==> src/rtl/instr_encoder.sv <==
// instr_encoder: Y86-64 instruction encoder and instruction-memory byte writer.
// Takes one decoded instruction (icode, ifun, rA, rB, valC) over a valid/ready
// handshake and writes its 1/2/9/10-byte image one byte per accepted write,
// tracking its own write pointer (next PC).
// Optional feature macro: ENC_FORCE_RNONE_EN -- when defined, register nibbles
// the instruction does not use are written as 4'hF (rA of IRMOVQ, rB of PUSHQ/POPQ).

`ifndef SAOK
`define SAOK 3'h1
`endif
`ifndef SHLT
`define SHLT 3'h2
`endif
`ifndef SADR
`define SADR 3'h3
`endif
`ifndef SINS
`define SINS 3'h4
`endif

module instr_encoder #(
    parameter int unsigned MEM_BYTES = 1024
) (
    input  logic        clk_i,
    input  logic        rst_n_i,
    input  logic        req_valid_i,
    output logic        req_ready_o,
    input  logic [3:0]  icode_i,
    input  logic [3:0]  ifun_i,
    input  logic [3:0]  rA_i,
    input  logic [3:0]  rB_i,
    input  logic [63:0] valC_i,
    input  logic        base_load_i,
    input  logic [63:0] base_addr_i,
    output logic        wr_en_o,
    input  logic        wr_ready_i,
    output logic [63:0] wr_addr_o,
    output logic [7:0]  wr_data_o,
    output logic        busy_o,
    output logic        done_o,
    output logic [2:0]  stat_o,
    output logic [63:0] next_pc_o
);

    localparam logic [3:0]  I_HALT   = 4'h0;
    localparam logic [3:0]  I_CMOVQ  = 4'h2;
    localparam logic [3:0]  I_IRMOVQ = 4'h3;
    localparam logic [3:0]  I_RMMOVQ = 4'h4;
    localparam logic [3:0]  I_MRMOVQ = 4'h5;
    localparam logic [3:0]  I_OPQ    = 4'h6;
    localparam logic [3:0]  I_JXX    = 4'h7;
    localparam logic [3:0]  I_CALL   = 4'h8;
    localparam logic [3:0]  I_PUSHQ  = 4'hA;
    localparam logic [3:0]  I_POPQ   = 4'hB;

    localparam logic [64:0] MEM_LIMIT = 65'(MEM_BYTES);

    typedef enum logic {
        ST_IDLE = 1'b0,
        ST_EMIT = 1'b1
    } state_t;

    // Instruction carries a register-specifier byte.
    function automatic logic need_regids(input logic [3:0] icode);
        logic r;
        case (icode)
            I_CMOVQ, I_IRMOVQ, I_RMMOVQ, I_MRMOVQ,
            I_OPQ, I_PUSHQ, I_POPQ: r = 1'b1;
            default:                r = 1'b0;
        endcase
        return r;
    endfunction

    // Instruction carries an 8-byte constant word.
    function automatic logic need_valc(input logic [3:0] icode);
        logic r;
        case (icode)
            I_IRMOVQ, I_RMMOVQ, I_MRMOVQ, I_JXX, I_CALL: r = 1'b1;
            default:                                     r = 1'b0;
        endcase
        return r;
    endfunction

    // Byte k of the instruction image; valC is little-endian after the header.
    function automatic logic [7:0] image_byte(
        input logic [3:0]  k,
        input logic [3:0]  icode,
        input logic [3:0]  ifun,
        input logic [3:0]  ra,
        input logic [3:0]  rb,
        input logic [63:0] valc,
        input logic        regids
    );
        logic [2:0] vi;
        logic [7:0] b;
        vi = 3'd0;
        b  = 8'h00;
        if (k == 4'd0) begin
            b = {icode, ifun};
        end else if (regids && (k == 4'd1)) begin
            b = {ra, rb};
        end else begin
            vi = regids ? 3'(k - 4'd2) : 3'(k - 4'd1);
            b  = valc[{vi, 3'b000} +: 8];
        end
        return b;
    endfunction

    state_t      state_r;
    logic [63:0] ptr_r;
    logic [3:0]  idx_r;
    logic [3:0]  len_r;
    logic        last_r;
    logic [3:0]  icode_r;
    logic [3:0]  ifun_r;
    logic [3:0]  ra_r;
    logic [3:0]  rb_r;
    logic [63:0] valc_r;
    logic        regids_r;
    logic        wr_en_r;
    logic [63:0] wr_addr_r;
    logic [7:0]  wr_data_r;
    logic        done_rej_r;
    logic [2:0]  stat_r;

    logic        a_regids_s;
    logic        a_valc_s;
    logic [3:0]  a_len_s;
    logic [64:0] a_end_s;
    logic        oob_s;
    logic        wr_fire_s;
    logic [3:0]  ra_eff_s;
    logic [3:0]  rb_eff_s;

    assign a_regids_s = need_regids(icode_i);
    assign a_valc_s   = need_valc(icode_i);
    assign a_len_s    = 4'd1 + {3'b000, a_regids_s} + {a_valc_s, 3'b000};
    assign a_end_s    = {1'b0, ptr_r} + {61'd0, a_len_s};
    assign oob_s      = (a_end_s > MEM_LIMIT);
    assign wr_fire_s  = wr_en_r && wr_ready_i;

    // Register nibbles as they will appear in the image (optionally forced to none).
    always_comb begin
        ra_eff_s = rA_i;
        rb_eff_s = rB_i;
`ifdef ENC_FORCE_RNONE_EN
        if (icode_i == I_IRMOVQ) begin
            ra_eff_s = 4'hF;
        end else begin
            ra_eff_s = rA_i;
        end
        if ((icode_i == I_PUSHQ) || (icode_i == I_POPQ)) begin
            rb_eff_s = 4'hF;
        end else begin
            rb_eff_s = rB_i;
        end
`endif
    end

    // Encoder FSM: accept/validate in IDLE, stream image bytes in EMIT.
    always_ff @(posedge clk_i or negedge rst_n_i) begin
        if (!rst_n_i) begin
            state_r    <= ST_IDLE;
            ptr_r      <= 64'd0;
            idx_r      <= 4'd0;
            len_r      <= 4'd0;
            last_r     <= 1'b0;
            icode_r    <= 4'd0;
            ifun_r     <= 4'd0;
            ra_r       <= 4'd0;
            rb_r       <= 4'd0;
            valc_r     <= 64'd0;
            regids_r   <= 1'b0;
            wr_en_r    <= 1'b0;
            wr_addr_r  <= 64'd0;
            wr_data_r  <= 8'd0;
            done_rej_r <= 1'b0;
            stat_r     <= `SAOK;
        end else begin
            case (state_r)
                ST_IDLE: begin
                    done_rej_r <= 1'b0;
                    if (base_load_i) begin
                        ptr_r <= base_addr_i;
                    end else if (req_valid_i) begin
                        if (icode_i > I_POPQ) begin
                            stat_r     <= `SINS;
                            done_rej_r <= 1'b1;
                        end else if (oob_s) begin
                            stat_r     <= `SADR;
                            done_rej_r <= 1'b1;
                        end else begin
                            icode_r   <= icode_i;
                            ifun_r    <= ifun_i;
                            ra_r      <= ra_eff_s;
                            rb_r      <= rb_eff_s;
                            valc_r    <= valC_i;
                            regids_r  <= a_regids_s;
                            len_r     <= a_len_s;
                            idx_r     <= 4'd0;
                            last_r    <= (a_len_s == 4'd1);
                            wr_en_r   <= 1'b1;
                            wr_addr_r <= ptr_r;
                            wr_data_r <= {icode_i, ifun_i};
                            state_r   <= ST_EMIT;
                        end
                    end
                end
                ST_EMIT: begin
                    done_rej_r <= 1'b0;
                    if (wr_fire_s) begin
                        if (last_r) begin
                            ptr_r   <= ptr_r + {60'd0, len_r};
                            stat_r  <= (icode_r == I_HALT) ? `SHLT : `SAOK;
                            wr_en_r <= 1'b0;
                            idx_r   <= 4'd0;
                            last_r  <= 1'b0;
                            state_r <= ST_IDLE;
                        end else begin
                            idx_r     <= idx_r + 4'd1;
                            last_r    <= ((idx_r + 4'd2) == len_r);
                            wr_addr_r <= wr_addr_r + 64'd1;
                            wr_data_r <= image_byte(idx_r + 4'd1, icode_r, ifun_r,
                                                    ra_r, rb_r, valc_r, regids_r);
                        end
                    end
                end
                default: begin
                    state_r    <= ST_IDLE;
                    wr_en_r    <= 1'b0;
                    done_rej_r <= 1'b0;
                end
            endcase
        end
    end

    assign req_ready_o = (state_r == ST_IDLE) && !base_load_i;
    assign busy_o      = (state_r == ST_EMIT);
    assign done_o      = done_rej_r || (wr_fire_s && last_r);
    assign wr_en_o     = wr_en_r;
    assign wr_addr_o   = wr_addr_r;
    assign wr_data_o   = wr_data_r;
    assign stat_o      = stat_r;
    assign next_pc_o   = ptr_r;

endmodule

==> config.mk <==
export PLATFORM = sky130hd
export DESIGN_NAME = instr_encoder
export DESIGN_NICKNAME = d
export VERILOG_FILES = /design/src/rtl/instr_encoder.sv
export SDC_FILE = /design/constraint.sdc
export NUM_CORES = 1
export LEC_CHECK = 0
export CAP_MARGIN = 20
export CORE_MARGIN = 2
export CORE_UTILIZATION = 58
export CTS_BUF_LIST = sky130_fd_sc_hd__clkbuf_8
export CTS_CLUSTER_SIZE = 20
export DETAILED_ROUTE_END_ITERATION = 12
export MAX_ROUTING_LAYER = met4
export PLACE_DENSITY = 0.89
export SYNTH_ARGS = -nofsm -noshare
export SYNTH_HDL_FRONTEND = slang
export SYNTH_SLANG_ARGS = --single-unit
export TNS_END_PERCENT = 100
==> constraint.sdc <==
create_clock -name clk_i -period 9.9 [get_ports clk_i]
set_clock_uncertainty 0.2 [all_clocks]
set_input_delay 1.98 -clock clk_i [delete_from_list [all_inputs] [get_ports clk_i]]
set_output_delay 1.98 -clock clk_i [all_outputs]
set_load 0.05 [all_outputs]
======== Yosys cells after proc, flatten, opt, wreduce, memory -nomap -nowiden ========
Cells that the tools add are included.
storage, ports and cells
  output and inout port bits .............. 143
  logic and storage cells ................. 133
  bits of input ports ..................... 149
  bits in registers ....................... 232
cells by class
  equality and inequality tests ........... 21
  order comparisons ....................... 2
  shifts and indexed selects .............. 1
  muxes and demuxes ....................... 64
  reduce and logical (&&, ||, !) cells .... 16
  $add $sub $neg .......................... 9
  bitwise operators ....................... 4
operator list
  kind                                                                     count
  64-bit 2-to-1 mux                                                        9
  64-bit one-hot mux with 2 select lines                                   2
  64-bit by 4-bit adder with 65-bit output                                 1
  65-bit by 11-bit > comparator with 1-bit output (second input constant)  1
  64-bit by 1-bit adder with 64-bit output (second input constant)         1
  64-bit by 4-bit adder with 64-bit output                                 1
  8-bit 2-to-1 mux                                                         8
  64-bit by 7-bit indexed part select with 8-bit output                    1
  1-bit 2-to-1 mux                                                         24
  4-bit 2-to-1 mux                                                         6
  3-bit 2-to-1 mux                                                         7
  4-bit by 3-bit == test with 1-bit output (second input constant)         4
  8-bit one-hot mux with 2 select lines                                    1
  5-bit AND reduction                                                      3
  4-bit == test (second input constant)                                    3
  2-bit != test (second input constant)                                    6
  6-bit AND reduction                                                      2
  4-bit by 1-bit == test with 1-bit output (second input constant)         2
  4-bit by 2-bit == test with 1-bit output (second input constant)         2
  4-bit zero test                                                          2
  1-bit one-hot mux with 2 select lines                                    4
  4-bit one-hot mux with 2 select lines                                    1
  7-bit OR reduction                                                       1
  3-bit one-hot mux with 2 select lines                                    1
  17 further kinds                                                         24

======== Longest topological paths before layout ========
Gate-level depths: netlist (run 1).
  word-level depth ........................ 12
  mapped depth ............................ 21
  gate-level depth less buffers ........... 17

======== Worst setup path after synthesis (run 1) ========
No wires, ideal clock.
  path type ............................... input port to flip-flop
  start ................................... input port icode_i[2]
  end ..................................... register ra_r[0]
  data required time ...................... 9.573 ns
  setup time .............................. 0.127 ns
  path slack .............................. 3.388 ns
  buffers on the path ..................... 3
  stages on the path ...................... 16
  arrival ................................. 6.185 ns
  cells stage by stage .................... or4b_2 -> o21ai_0 -> ha_1 -> and3_4 -> a21boi_4 -> xnor2_1 -> or4b_1 -> a211oi_2 -> a221oi_1 -> or4_1 -> nor4_4 -> and2_1 -> buf_4 -> buf_8 -> buf_8 -> mux2_1
on the way
  word-level cells in the longest chain between the ends .. 9
  elaborated cells between the ends (all ways) .. 21
  classes of those cells .................. add/sub: 3; order compare: 2; eq/ne: 9; mux: 2; bitwise: 2; reduce/logical: 3
ends and longest elaborated chain
  item                                                              RTL line  text
  from (decl)                                                       28        input logic [3:0] icode_i,
  4-bit by 2-bit == test with 1-bit output (tied with other cells)  66, 77
  7-bit OR reduction                                                66        case (icode)
  1-bit 2-to-1 mux                                                  66
  1-bit by 1-bit adder with 2-bit output                            137       assign a_len_s = 4'd1 + {3'b000, a_regids_s} + {a_valc_s, 3'b000};
  2-bit by 4-bit adder with 4-bit output (*)                        137
  via a_len_s[3]                                                    128       logic [3:0] a_len_s;
  64-bit by 4-bit adder with 65-bit output (*)                      138       assign a_end_s = {1'b0, ptr_r} + {61'd0, a_len_s};
  65-bit by 11-bit > comparator with 1-bit output (*)               139       assign oob_s = (a_end_s > MEM_LIMIT);
  1-bit NOT (no line) (*)                                           n/a
  5-bit AND reduction (no line) (*)                                 n/a
  to (signal assigned)                                              195       ra_r <= ra_eff_s;
  to (decl)                                                         116       logic [3:0] ra_r;
The timed path passes the listed nets; every way through them passes the cells marked *.
A chain may end at the register's enable or synchronous reset.

======== Worst setup path after layout (run 1) ========
  start ................................... input port icode_i[2]
  end ..................................... register valc_r[51]
on the way
  word-level cells in the longest chain between the ends .. 9
  elaborated cells between the ends (all ways) .. 21
  classes of those cells .................. add/sub: 3; order compare: 2; eq/ne: 9; mux: 2; bitwise: 2; reduce/logical: 3
ends and longest elaborated chain
  item                                                              RTL line  text
  4-bit by 2-bit == test with 1-bit output (tied with other cells)  66, 77
  7-bit OR reduction                                                66
  1-bit 2-to-1 mux                                                  66
  1-bit by 1-bit adder with 2-bit output                            137
  2-bit by 4-bit adder with 4-bit output (*)                        137
  via a_len_s[3]                                                    128
  64-bit by 4-bit adder with 65-bit output (*)                      138
  65-bit by 11-bit > comparator with 1-bit output (*)               139
  1-bit NOT (no line) (*)                                           n/a
  5-bit AND reduction (no line) (*)                                 n/a
  to (signal assigned)                                              197       valc_r <= valC_i;
  to (decl)                                                         118       logic [63:0] valc_r;
Marks and branches as above.

==> summary.txt, run 1 <==
Clock tree
  • CTS Root Cell: clkbuf_8
  • Worst-skew pair later-pin latency: 0.56 ns
  • CTS tree: yes
  • Clock buffer depth: 3
  • Clock Pin Slew Worst Setup and Hold Paths: approximately 0.060 ns
  • Total CTS buffers: 39
  • Hold bufs inserted after CTS: 0
  • Sink Count: 230
  • Post-CTS Setup Repair Bufs: 0
  • Post-CTS sizing: 0
  • H-Tree Depth: 2

Critical path
  • Worst Reg-to-Reg Cells: 11
  • CP max-delay cell: or4b_2
  • Crit-path cells: clkdlybuf4s50_1, or4b_2, o21ai_0, ha_1, and3_4, a21boi_4, xnor2_1, or4b_1, a211oi_2, a221oi_1, or4_1, nor4_4, and2_4, buf_4, mux2_1
  • Worst Path Arrival: around 8.2 ns
  • Crit-path max cell delay: 0.70 ns
  • Req. time, crit path: between 10 and 15 ns
  • Element type at the critical path end: flop
  • Crit path max fanout: 52
  • Worst reg-to-reg setup slack: between 3 and 4 ns
  • Critical path origin: icode_i[2]
  • CP bufs+invs: 2
  • Crit path to: valc_r[51]$_DFFE_PN0P_
  • Worst Setup Path Type: input pin to flop
  • Reg-to-reg startpoint: next_pc_o[40]$_DFFE_PN0P_
  • Crit start category: input pin
  • WP depth: 15
  • CP top delay family: simple AND/OR/NAND/NOR gates
  • RR Endpoint: valc_r[51]$_DFFE_PN0P_

Cells and area
  • Post-route cell area: 18300 um^2
  • Ant diodes: 0
  • Final #Nets: 1981
  • Area delta synth->final: 25.8%
  • Layout cell share with drive strength beyond 1: 0.0979
  • Non-filler cells, final: 2172

Yosys
  • Flops & latches, synth: 230
  • Combinational family with the most area after synthesis: simple AND/OR/NAND/NOR gates
  • Synth async-reset ratio: 1.00
  • Syn Std Cell Area: 14500 um^2
  • Commonest register cell after synthesis: dfrtp_1
  • Post-Synth Simple-Gate Area: 0.210
  • Top cell type's share of synthesized area: 0.394
  • Commonest cells post-synth: dfrtp_1, nand2_1, nor2_1
  • Post-synth EDFFs: 0
  • Cells after synthesis: 1576
  • Avg Inst Size Synth: slightly above 9 um^2
  • Post-synthesis sequential area ratio: 0.396
  • Syn nets: 1737
  • Xor/xnor share of the synthesized area: 0.0597
  • Ranking of synthesized cells by area: dfrtp_1, mux2_2, mux2i_1, nand2_1, nor2_1
  • Largest area contributor in the netlist: dfrtp_1
  • Mux contribution to synthesized area: 0.136
  • Yosys warnings: 0
  • Most numerous cell in the Yosys netlist: dfrtp_1
  • Adder-cell area share of the yosys netlist: 0.0114
  • Synth Area in Compound Gates: 0.137
  • Synth unique cells: 77

Placed design
  • DP HPWL: 36.3 mm
  • Cells after DPL: approximately 2100
  • Gpl congestion: 1.00
  • Placed cell area: 17500 um^2
  • IO buf count: 291

Global route
  • Global-route wire length before repair: 78.6 mm
  • Largest net degree at the start of global routing: 117
  • Grt total ovfl: 0
  • Vias in the first global route: 13902
  • GRT Util Overall: 0.395
  • Initial antenna violation count: 0

Timing
  • Hold Violations, Final: 0
  • Final period demand of the worst path: between 7 and 8 ns
  • Setup TNS: 0 ns
  • Worst Max-Slew Pin Slew: around 1.1 ns
  • Max Slew Vio Count: 0
  • RSZ-0062 raised after global routing: false
  • Number of setup violations in the final report: 0
  • Hold Slack: 0.295 ns
  • Fmax: 126 MHz
  • Rel. slew slack: 0.257
  • Final Cycle Share: 0.803

Floorplan
  • Core ar.: 24500 um^2
  • Initial Utilization: 0.594
  • I/O pins: 292
  • Die H: 162 um
  • DIE AREA: 26300 um^2
  • Row count: 57
  • Die Span X: 162 um

Route
  • DR vias: approximately 14000
  • Initial DRC Count: 1643
  • Overall routed net length: around 50 mm
  • Residual DRC: 0
  • ANT nets after route: 0
  • Via density: 6.47
  • Routed WL per cell: about 23 um
  • Drt first pass iters: 9

Pwr
  • Clock Power Share: 0.381
  • Net Sw Frac: 0.310
  • Design Power: 0.00231 W
  • Max IR drop VDD: approximately 120 uV
  • Combinational Power Share: 0.168
  • Static leakage: 7.67 nW
  • P_sw: between 0.0007 and 0.0008 W
  • Reg power frac: 0.451
  • PwrDens: between 100 and 150 nW/um^2
  • Internal power: around 0.0016 W

Min path
  • Hold Path Class: flop to flop

Run
  • Max Cap Viol: 0

Outcome
  • Status: finished, final reports clean
-- final cells by class --
cell class	instances	area (um^2)
Clock buffer	48	661
Clock inverter	21	134
Fill cell	1651	6170
Inverter	52	195
Multi-Input combinational cell	1188	8080
Sequential cell	230	5760
Tap cell	324	405
Timing Repair Buffer	309	3050
-- per-stage QoR --
| step | setup slack, ns | utilization |
|---|---|---|
| 2_1_floorplan | 3.39 | - |
| 3_3_place_gp | 1.79 | 0.715 |
| 3_5_place_dp | 1.47 | 0.715 |
| 4_1_cts | 2.07 | 0.747 |
| 5_1_grt | 1.66 | 0.748 |
| 6_report | 1.95 | 0.748 |
-- cell usage in the layout (no fill, tap or decap), types with 7 or more instances in the layout --
| cell | Yosys | layout |
|---|---|---|
| nor2b_1 | 18 | 18 |
| a31oi_1 | 8 | 8 |
| or4_1 | 13 | 13 |
| o21ai_0 | 95 | 95 |
| mux4_2 | 16 | 16 |
| ha_1 | 10 | 10 |
| o22ai_1 | 11 | 11 |
| nand2b_1 | 8 | 8 |
| a21oi_1 | 60 | 59 |
| and4_1 | 12 | 12 |
| mux2_2 | 58 | 58 |
| clkdlybuf4s50_1 | 0 | 289 |
| a211oi_1 | 38 | 38 |
| clkinv_2 | 0 | 7 |
| mux2_1 | 33 | 33 |
| o31ai_1 | 12 | 12 |
| inv_1 | 52 | 63 |
| nor4_1 | 18 | 18 |
| nand3_1 | 65 | 65 |
| clkbuf_8 | 0 | 48 |
| xor2_1 | 47 | 47 |
| nor3_1 | 41 | 41 |
| and2_1 | 13 | 12 |
| nor2_1 | 136 | 135 |
| buf_4 | 9 | 19 |
| nand4_1 | 55 | 55 |
| and3_1 | 29 | 29 |
| o311ai_0 | 8 | 8 |
| a22o_1 | 10 | 10 |
| nand2_1 | 156 | 156 |
| mux2i_1 | 59 | 59 |
| xnor2_1 | 52 | 50 |
| o211ai_1 | 13 | 13 |
| a221oi_1 | 7 | 7 |
| or3_1 | 7 | 7 |
| dfrtp_1 | 229 | 228 |
-- state kept, by name (all words and copies together), names as in the netlist, 4 cells and up --
name,count
icode_r,4
idx_r,4
ifun_r,4
next_pc_o,64
ra_r,4
rb_r,4
valc_r,64
wr_addr_o,64
wr_data_o,8
-- power by group through the flow --
stage / Sequential [W] / Combinational [W] / Clock, W
CTS: 0.00104 / 0.000386 / 0.000885
floorplan: 0.00110 / 0.000150 / 0
finish: 0.00104 / 0.000387 / 0.000880
detailed placement: 0.00106 / 0.000383 / 0
global placement: 0.00106 / 0.000377 / 0
global route: 0.00105 / 0.000412 / 0.000925
-- routing by layer --
layer | part of all wire | wire (um) | track usage | up-vias
met5 | 0 | 0 | - | -
met2 | 0.49 | 24700 | 0.651 | 851
li1 | - | - | - | 6213
met1 | 0.38 | 19400 | 0.486 | 6855
met4 | 0.037 | 1860 | 0.140 | 0
met3 | 0.094 | 4780 | 0.0794 | 140
-- cells by family (layout without fill, tap and decap cells) --
group,Yosys count,in the layout
flops,230,230
simple gates,606,606
compound gates,305,305
buf+inv,158,430
mux,166,166
fa+ha+maj,12,12
xor+xnor,99,99
-- how the worst min path moves through the flow --
stage | end | cells after the start | startpoint | slack [ns]
2_1_floorplan | valc_r[48]$_DFFE_PN0P_ | 1 | valc_r[48]$_DFFE_PN0P_ | 0.25
3_3_place_gp | valc_r[51]$_DFFE_PN0P_ | 1 | valc_r[51]$_DFFE_PN0P_ | 0.26
3_5_place_dp | valc_r[54]$_DFFE_PN0P_ | 1 | valc_r[54]$_DFFE_PN0P_ | 0.28
4_1_cts | valc_r[62]$_DFFE_PN0P_ | 1 | valc_r[62]$_DFFE_PN0P_ | 0.29
5_1_grt | valc_r[61]$_DFFE_PN0P_ | 1 | valc_r[61]$_DFFE_PN0P_ | 0.31
6_report | valc_r[62]$_DFFE_PN0P_ | 1 | valc_r[62]$_DFFE_PN0P_ | 0.30
-- worst register-to-register path: cells and delay by family, from the launching register on --
kind / cells / cell delay (ns)
AOI/OAI and AO/OA: 1 / 0.27
xor gates and xnor gates: 1 / 0.10
buffers and inverters: 1 / 0.49
DFF: 1 / 0.68
muxes: 1 / 0.41
and+or+nand+nor: 7 / 3.65
Note: power is estimated with default switching activity, not from simulation.
==> inputs of run 2 (changes only) <==
--- a/config.mk
+++ b/config.mk
@@ -7,12 +7,12 @@
 export LEC_CHECK = 0
 export CAP_MARGIN = 20
 export CORE_MARGIN = 2
-export CORE_UTILIZATION = 58
+export CORE_UTILIZATION = 54
 export CTS_BUF_LIST = sky130_fd_sc_hd__clkbuf_8
 export CTS_CLUSTER_SIZE = 20
 export DETAILED_ROUTE_END_ITERATION = 12
 export MAX_ROUTING_LAYER = met4
-export PLACE_DENSITY = 0.89
+export PLACE_DENSITY = 0.83
 export SYNTH_ARGS = -nofsm -noshare
 export SYNTH_HDL_FRONTEND = slang
 export SYNTH_SLANG_ARGS = --single-unit
==> constraint.sdc (replaced) <==
create_clock -name clk_i -period 7.65 [get_ports clk_i]
set_clock_uncertainty 0.2 [all_clocks]
set_input_delay 1.53 -clock clk_i [delete_from_list [all_inputs] [get_ports clk_i]]
set_output_delay 1.53 -clock clk_i [all_outputs]
set_load 0.05 [all_outputs]
==> summary.txt, run 2 (synthesis results as in run 1) <==
Clock tree
  • Clock Pin Slew Worst Setup and Hold Paths: 0.06 ns (about the same)
  • Clock buffer depth: 3 (unchanged)
  • Hold bufs inserted after CTS: 0 (unchanged)
  • Post-CTS sizing: 0 (unchanged)
  • Total CTS buffers: 40 (+2.6%)
  • CTS Root Cell: clkbuf_8
  • Worst-skew pair later-pin latency: 0.55 ns (about the same)
  • Sink Count: 230 (unchanged)
  • H-Tree Depth: 2 (unchanged)
  • CTS tree: yes
  • Post-CTS Setup Repair Bufs: 0 (unchanged)

Route
  • Residual DRC: 0 (unchanged)
  • ANT nets after route: 0 (unchanged)
  • Via density: 6.23 (-3.7%)
  • Overall routed net length: 48.3 mm (-4.7%)
  • DR vias: 13671 (-2.8%)
  • Initial DRC Count: 1024 (-38%)
  • Routed WL per cell: 22.0 um (-5.7%)
  • Drt first pass iters: 5 (-4)

Floorplan
  • I/O pins: 292 (unchanged)
  • Initial Utilization: 0.544 (-0.0503)
  • Die H: 168 um (+3.5%)
  • Die Span X: 168 um (+3.5%)
  • DIE AREA: 28200 um^2 (+7.2%)
  • Core ar.: 26700 um^2 (+9.3%)
  • Row count: 60 (+5.3%)

Timing
  • Final Cycle Share: 0.865
  • Hold Violations, Final: 0 (unchanged)
  • RSZ-0062 raised after global routing: false
  • Worst Max-Slew Pin Slew: 1.08 ns (-0.0283 ns)
  • Fmax: 151 MHz
  • Final period demand of the worst path: 6.62 ns
  • Hold Slack: 0.290 ns (-0.00522 ns)
  • Number of setup violations in the final report: 0 (unchanged)
  • Setup TNS: 0 ns (unchanged)
  • Rel. slew slack: 0.276 (+0.0190)
  • Max Slew Vio Count: 0 (unchanged)

Cells and area
  • Leading cell type in the layout, fill and taps excluded: clkdlybuf4s50_1
  • Fin util: 0.688 (-0.0598)
  • Area delta synth->final: 26.5%
  • Non-filler cells, final: 2194 (+1.0%)
  • Final #Nets: 1985 (+0.20%)
  • Most frequent cells in the layout: clkdlybuf4s50_1, dfrtp_1, nand2_1
  • Layout cell share with drive strength beyond 1: 0.0983 (+0.000328)
  • Post-route cell area: 18400 um^2 (+0.51%)

Min path
  • Hold Crit Depth: 1 (unchanged)
  • Min-delay src: valc_r[55]$_DFFE_PN0P_
  • Hold Path Class: flop to flop
  • Hold Path Sink: valc_r[55]$_DFFE_PN0P_

Critical path
  • Element type at the critical path end: flop
  • Worst Setup Path Type: input pin to flop
  • Worst Path Arrival: 6.83 ns (-1.33 ns)
  • Crit start category: input pin
  • Worst Reg-to-Reg Cells: 11 (unchanged)
  • Req. time, crit path: 7.86 ns (-2.25 ns)
  • RR Endpoint: valc_r[39]$_DFFE_PN0P_
  • Worst reg-to-reg setup slack: 2.56 ns (-1.42 ns)
  • Crit path max fanout: 36 (-31%)
  • Reg-to-reg startpoint: next_pc_o[47]$_DFFE_PN0P_

Placed design
  • Placed cell area: 17600 um^2 (+0.46%)
  • DP HPWL: 35.1 mm (-3.3%)
  • Cells after DPL: 2122 (+0.95%)
  • IO buf count: 291 (unchanged)
  • Gpl congestion: 0.971 (-3.4%)

Pwr
  • Static leakage: 7.71 nW (+0.44%)
  • PwrDens: 162 nW/um^2 (+28%)
  • Max IR drop VDD: 130 uV (+13%)

Global route
  • Vias in the first global route: 13485 (-3.0%)
  • Initial antenna violation count: 1 (+1)
  • Grt total ovfl: 0 (unchanged)
  • GRT Util Overall: 0.348 (-0.0465)
  • Global-route wire length before repair: 75.2 mm (-4.3%)
  • Largest net degree at the start of global routing: 111 (-5.1%)

Outcome
  • Status: finished, final reports clean

Run
  • Max Cap Viol: 0 (unchanged)
-- run 2: cell types whose count changed in the layout (fill, tap and decap cells not counted), sizes merged --
cell    delta
inv        +3
clkinv     -5
buf        +3
diode      +1
bufinv     -1
clkbuf     +4
-- run 2: cell type report --
class | count | area [um^2]
Tap cell | 341 | 427
Clock buffer | 52 | 716
Multi-Input combinational cell | 1188 | 8080
Inverter | 52 | 195
Fill cell | 2098 | 8350
Clock inverter | 18 | 87.6
Sequential cell | 230 | 5760
Timing Repair Buffer | 312 | 3110
Antenna cell | 1 | 2.50
-- run 2: per-layer routing --
layer | track usage | wire [um] | vias to the layer above
li1 | - | - | 6231
met4 | 0.149 | 2070 | 0
met1 | 0.435 | 19500 | 6703
met2 | 0.568 | 23400 | 619
met3 | 0.0534 | 3360 | 118
met5 | - | 0 | -
-- run 2: worst max path at each step --
stage | endpoint | cells past startpoint | startpoint | slack [ns]
after global placement | len_r[3]$_DFFE_PN0P_ | 15 | icode_i[2] | 0.61
after floorplan | ra_r[0]$_DFFE_PN0P_ | 16 | icode_i[2] | 1.59
final | valc_r[39]$_DFFE_PN0P_ | 15 | icode_i[2] | 1.03
after CTS | len_r[3]$_DFFE_PN0P_ | 15 | icode_i[2] | 1.12
after detailed placement | len_r[3]$_DFFE_PN0P_ | 15 | icode_i[2] | 0.56
after global routing | wr_data_o[4]$_DFFE_PN0P_ | 16 | icode_i[2] | 0.72
-- run 2: critical path, stage by stage --
cell	delay (ns)
clkdlybuf4s50_1	0.51
or4b_2	0.69
o21ai_0	0.28
ha_1	0.30
and3_4	0.23
a22o_1	0.31
nand2_1	0.22
nor4_1	0.57
nor2_1	0.08
a211o_1	0.23
or4_1	0.54
nor4_4	0.43
and2_4	0.28
buf_12	0.23
mux2_1	0.37
-- run 2: stage by stage --
stage | power (W) | worst slack, ns
after floorplan | 0.00162 | 1.59
after global placement | 0.00186 | 0.608
after detailed placement | 0.00186 | 0.556
after CTS | 0.00299 | 1.12
after global routing | 0.00308 | 0.721
final | 0.00297 | 1.03
-- run 2: where the power goes --
part           internal [W]  total (W)  switching [W]
Combinational      0.000206   0.000501       0.000295
Clock              0.000610    0.00112       0.000511
Sequential          0.00125    0.00135      0.0000983
==> inputs of run 3 (changes only) <==
--- a/config.mk
+++ b/config.mk
@@ -5,14 +5,14 @@
 export SDC_FILE = /design/constraint.sdc
 export NUM_CORES = 1
 export LEC_CHECK = 0
-export CAP_MARGIN = 20
+export CORE_ASPECT_RATIO = 1.25
 export CORE_MARGIN = 2
 export CORE_UTILIZATION = 54
 export CTS_BUF_LIST = sky130_fd_sc_hd__clkbuf_8
 export CTS_CLUSTER_SIZE = 20
 export DETAILED_ROUTE_END_ITERATION = 12
 export MAX_ROUTING_LAYER = met4
-export PLACE_DENSITY = 0.83
+export PLACE_DENSITY_LB_ADDON = 0.08
 export SYNTH_ARGS = -nofsm -noshare
 export SYNTH_HDL_FRONTEND = slang
 export SYNTH_SLANG_ARGS = --single-unit
==> summary.txt, run 3 (synthesis results as in run 1) <==
Outcome
  • Status: finished, final reports clean

Pwr
  • Design Power: 0.00300 W (+0.86%)
  • Combinational Power Share: 0.167 (-0.002)
  • Static leakage: 7.68 nW (-0.29%)
  • Internal power: 0.00209 W (+0.98%)
  • PwrDens: 163 nW/um^2 (+0.89%)
  • Clock Power Share: 0.383 (+0.006)
  • Reg power frac: 0.450 (-0.004)
  • Net Sw Frac: 0.304 (-0.000831)
  • P_sw: 0.000910 W (+0.59%)
  • Max IR drop VDD: 146 uV (+13%)

Floorplan
  • Initial Utilization: 0.545 (+0.00138)
  • Core ar.: 26700 um^2 (-0.25%)
  • DIE AREA: 28300 um^2 (about the same)
  • I/O pins: 292 (unchanged)
  • Die Span X: 151 um (-10%)
  • Row count: 67 (+12%)
  • Die H: 187 um (+12%)

Critical path
  • Element type at the critical path end: flop
  • Crit start category: input pin
  • CP bufs+invs: 4 (+2)
  • Req. time, crit path: 7.87 ns (about the same)
  • Reg-to-reg startpoint: next_pc_o[35]$_DFFE_PN0P_
  • CP max-delay cell: a211oi_1
  • Worst Setup Path Type: input pin to flop
  • Crit-path max cell delay: 0.83 ns (+0.14 ns)
  • Crit-path cells: clkdlybuf4s50_1, mux2_2, inv_1, ha_1, inv_1, fa_1, nand4b_1, nand2_1, nand4_1, a211oi_1, o22ai_1, a211o_1, nor4_4, and2_4, buf_12, mux2_2
  • Worst Path Arrival: 6.97 ns (+0.14 ns)
  • Crit path max fanout: 40 (+11%)
  • Critical path origin: icode_i[2]
  • CP top delay family: simple AND/OR/NAND/NOR gates

Clock tree
  • Total CTS buffers: 38 (-5.0%)
  • Post-CTS sizing: 0 (unchanged)
  • CTS tree: yes
  • Worst-skew pair later-pin latency: 0.55 ns (about the same)
  • Clock Pin Slew Worst Setup and Hold Paths: 0.06 ns (about the same)
  • H-Tree Depth: 2 (unchanged)
  • Clock buffer depth: 3 (unchanged)
  • CTS Root Cell: clkbuf_8
  • Hold bufs inserted after CTS: 0 (unchanged)
  • Post-CTS Setup Repair Bufs: 0 (unchanged)
  • Sink Count: 230 (unchanged)

Timing
  • Fmax: 148 MHz (-2.0%)
  • Hold Slack: 0.285 ns (-0.00505 ns)
  • Max Slew Vio Count: 0 (unchanged)
  • Hold Violations, Final: 0 (unchanged)
  • Number of setup violations in the final report: 0 (unchanged)
  • RSZ-0062 raised after global routing: false
  • Final period demand of the worst path: 6.75 ns (+0.132 ns)
  • Worst Max-Slew Pin Slew: 1.11 ns (+0.0325 ns)
  • Final WS setup: 0.903 ns (-0.132 ns)
  • Setup TNS: 0 ns (unchanged)
  • Final Cycle Share: 0.882 (+0.0172)
  • Rel. slew slack: 0.255 (-0.0218)

Route
  • DR vias: 13614 (-0.42%)
  • Via density: 6.21 (-0.28%)
  • Drt first pass iters: 6 (+1)
  • Overall routed net length: 49.2 mm (+1.8%)
  • Routed WL per cell: 22.5 um (+1.9%)
  • Initial DRC Count: 1074 (+4.9%)
  • ANT nets after route: 0 (unchanged)
  • Residual DRC: 0 (unchanged)

Global route
  • Global-route wire length before repair: 76.0 mm (+1.1%)
  • GRT Util Overall: 0.356 (+0.00777)
  • Largest net degree at the start of global routing: 174 (+57%)
  • Grt total ovfl: 0 (unchanged)
  • Vias in the first global route: 13586 (+0.75%)
  • Initial antenna violation count: 0 (-1)

Cells and area
  • Area delta synth->final: 26.4% (about the same)
  • Final #Nets: 1979 (-0.30%)
  • Fin util: 0.689 (+0.00156)
  • Most frequent cells in the layout: clkdlybuf4s50_1, dfrtp_1, nand2_1
  • Leading cell type in the layout, fill and taps excluded: clkdlybuf4s50_1
  • Ant diodes: 0 (-1)
  • Layout cell share with drive strength beyond 1: 0.0964 (-0.00185)

Placed design
  • Gpl congestion: 1.03 (+5.8%)
  • DP HPWL: 36.2 mm (+3.0%)
  • Worst slack, placed: 0.449 ns (-0.107 ns)
  • IO buf count: 291 (unchanged)

Min path
  • Hold Path Class: flop to flop
  • Min-delay src: valc_r[41]$_DFFE_PN0P_

Run
  • Max Cap Viol: 0 (unchanged)
run 3: worst register-to-register path: stages, from the launching register on:
cell      delay [ns]
dfrtp_1         0.61
nand4_1         0.36
nor4_1          0.88
nand4_1         0.52
a211oi_1        0.83
o22ai_1         0.17
a211o_1         0.35
nor4_4          0.34
and2_4          0.32
buf_12          0.26
mux2_2          0.38
run 3: cell type report:
| cell class | count | area, um^2 |
|---|---|---|
| Sequential cell | 230 | 5760 |
| Clock inverter | 17 | 104 |
| Inverter | 52 | 195 |
| Tap cell | 345 | 432 |
| Clock buffer | 51 | 702 |
| Multi-Input combinational cell | 1188 | 8090 |
| Fill cell | 2118 | 8280 |
| Timing Repair Buffer | 308 | 3090 |
run 3: worst paths after layout:
path / to / slack [ns] / cells after the start
max: valc_r[33]$_DFFE_PN0P_ / 0.90 / 16
min: valc_r[41]$_DFFE_PN0P_ / 0.28 / 1
max reg2reg: valc_r[33]$_DFFE_PN0P_ / 2.31 / 10
min reg2reg: valc_r[41]$_DFFE_PN0P_ / 0.28 / 1
max in group asynchronous: busy_o$_DFF_PN0_ / 5.13 / 2
min in group asynchronous: next_pc_o[54]$_DFFE_PN0P_ / 0.68 / 1
run 3: layer usage:
| layer | part of all wire | GRT usage | up-vias |
|---|---|---|---|
| met2 | 0.50 | 0.587 | 569 |
| met4 | 0.058 | 0.180 | 0 |
| met5 | 0 | - | - |
| li1 | - | - | 6212 |
| met3 | 0.062 | 0.0522 | 160 |
| met1 | 0.38 | 0.422 | 6673 |
run 3: stage by stage:
stage	cell area [um^2]	instances
3_3_place_gp	17600	2123
6_report	18400	2191
3_5_place_dp	17600	2123
5_1_grt	18400	2191
4_1_cts	18400	2191
2_1_floorplan	14500	1576
run 3: power by group through the flow:
stage | Clock, W | Sequential, W | Combinational [W]
2_1_floorplan | 0 | 0.00142 | 0.000194
3_3_place_gp | 0 | 0.00137 | 0.000492
3_5_place_dp | 0 | 0.00137 | 0.000497
4_1_cts | 0.00116 | 0.00134 | 0.000499
5_1_grt | 0.00122 | 0.00135 | 0.000532
6_report | 0.00115 | 0.00135 | 0.000500
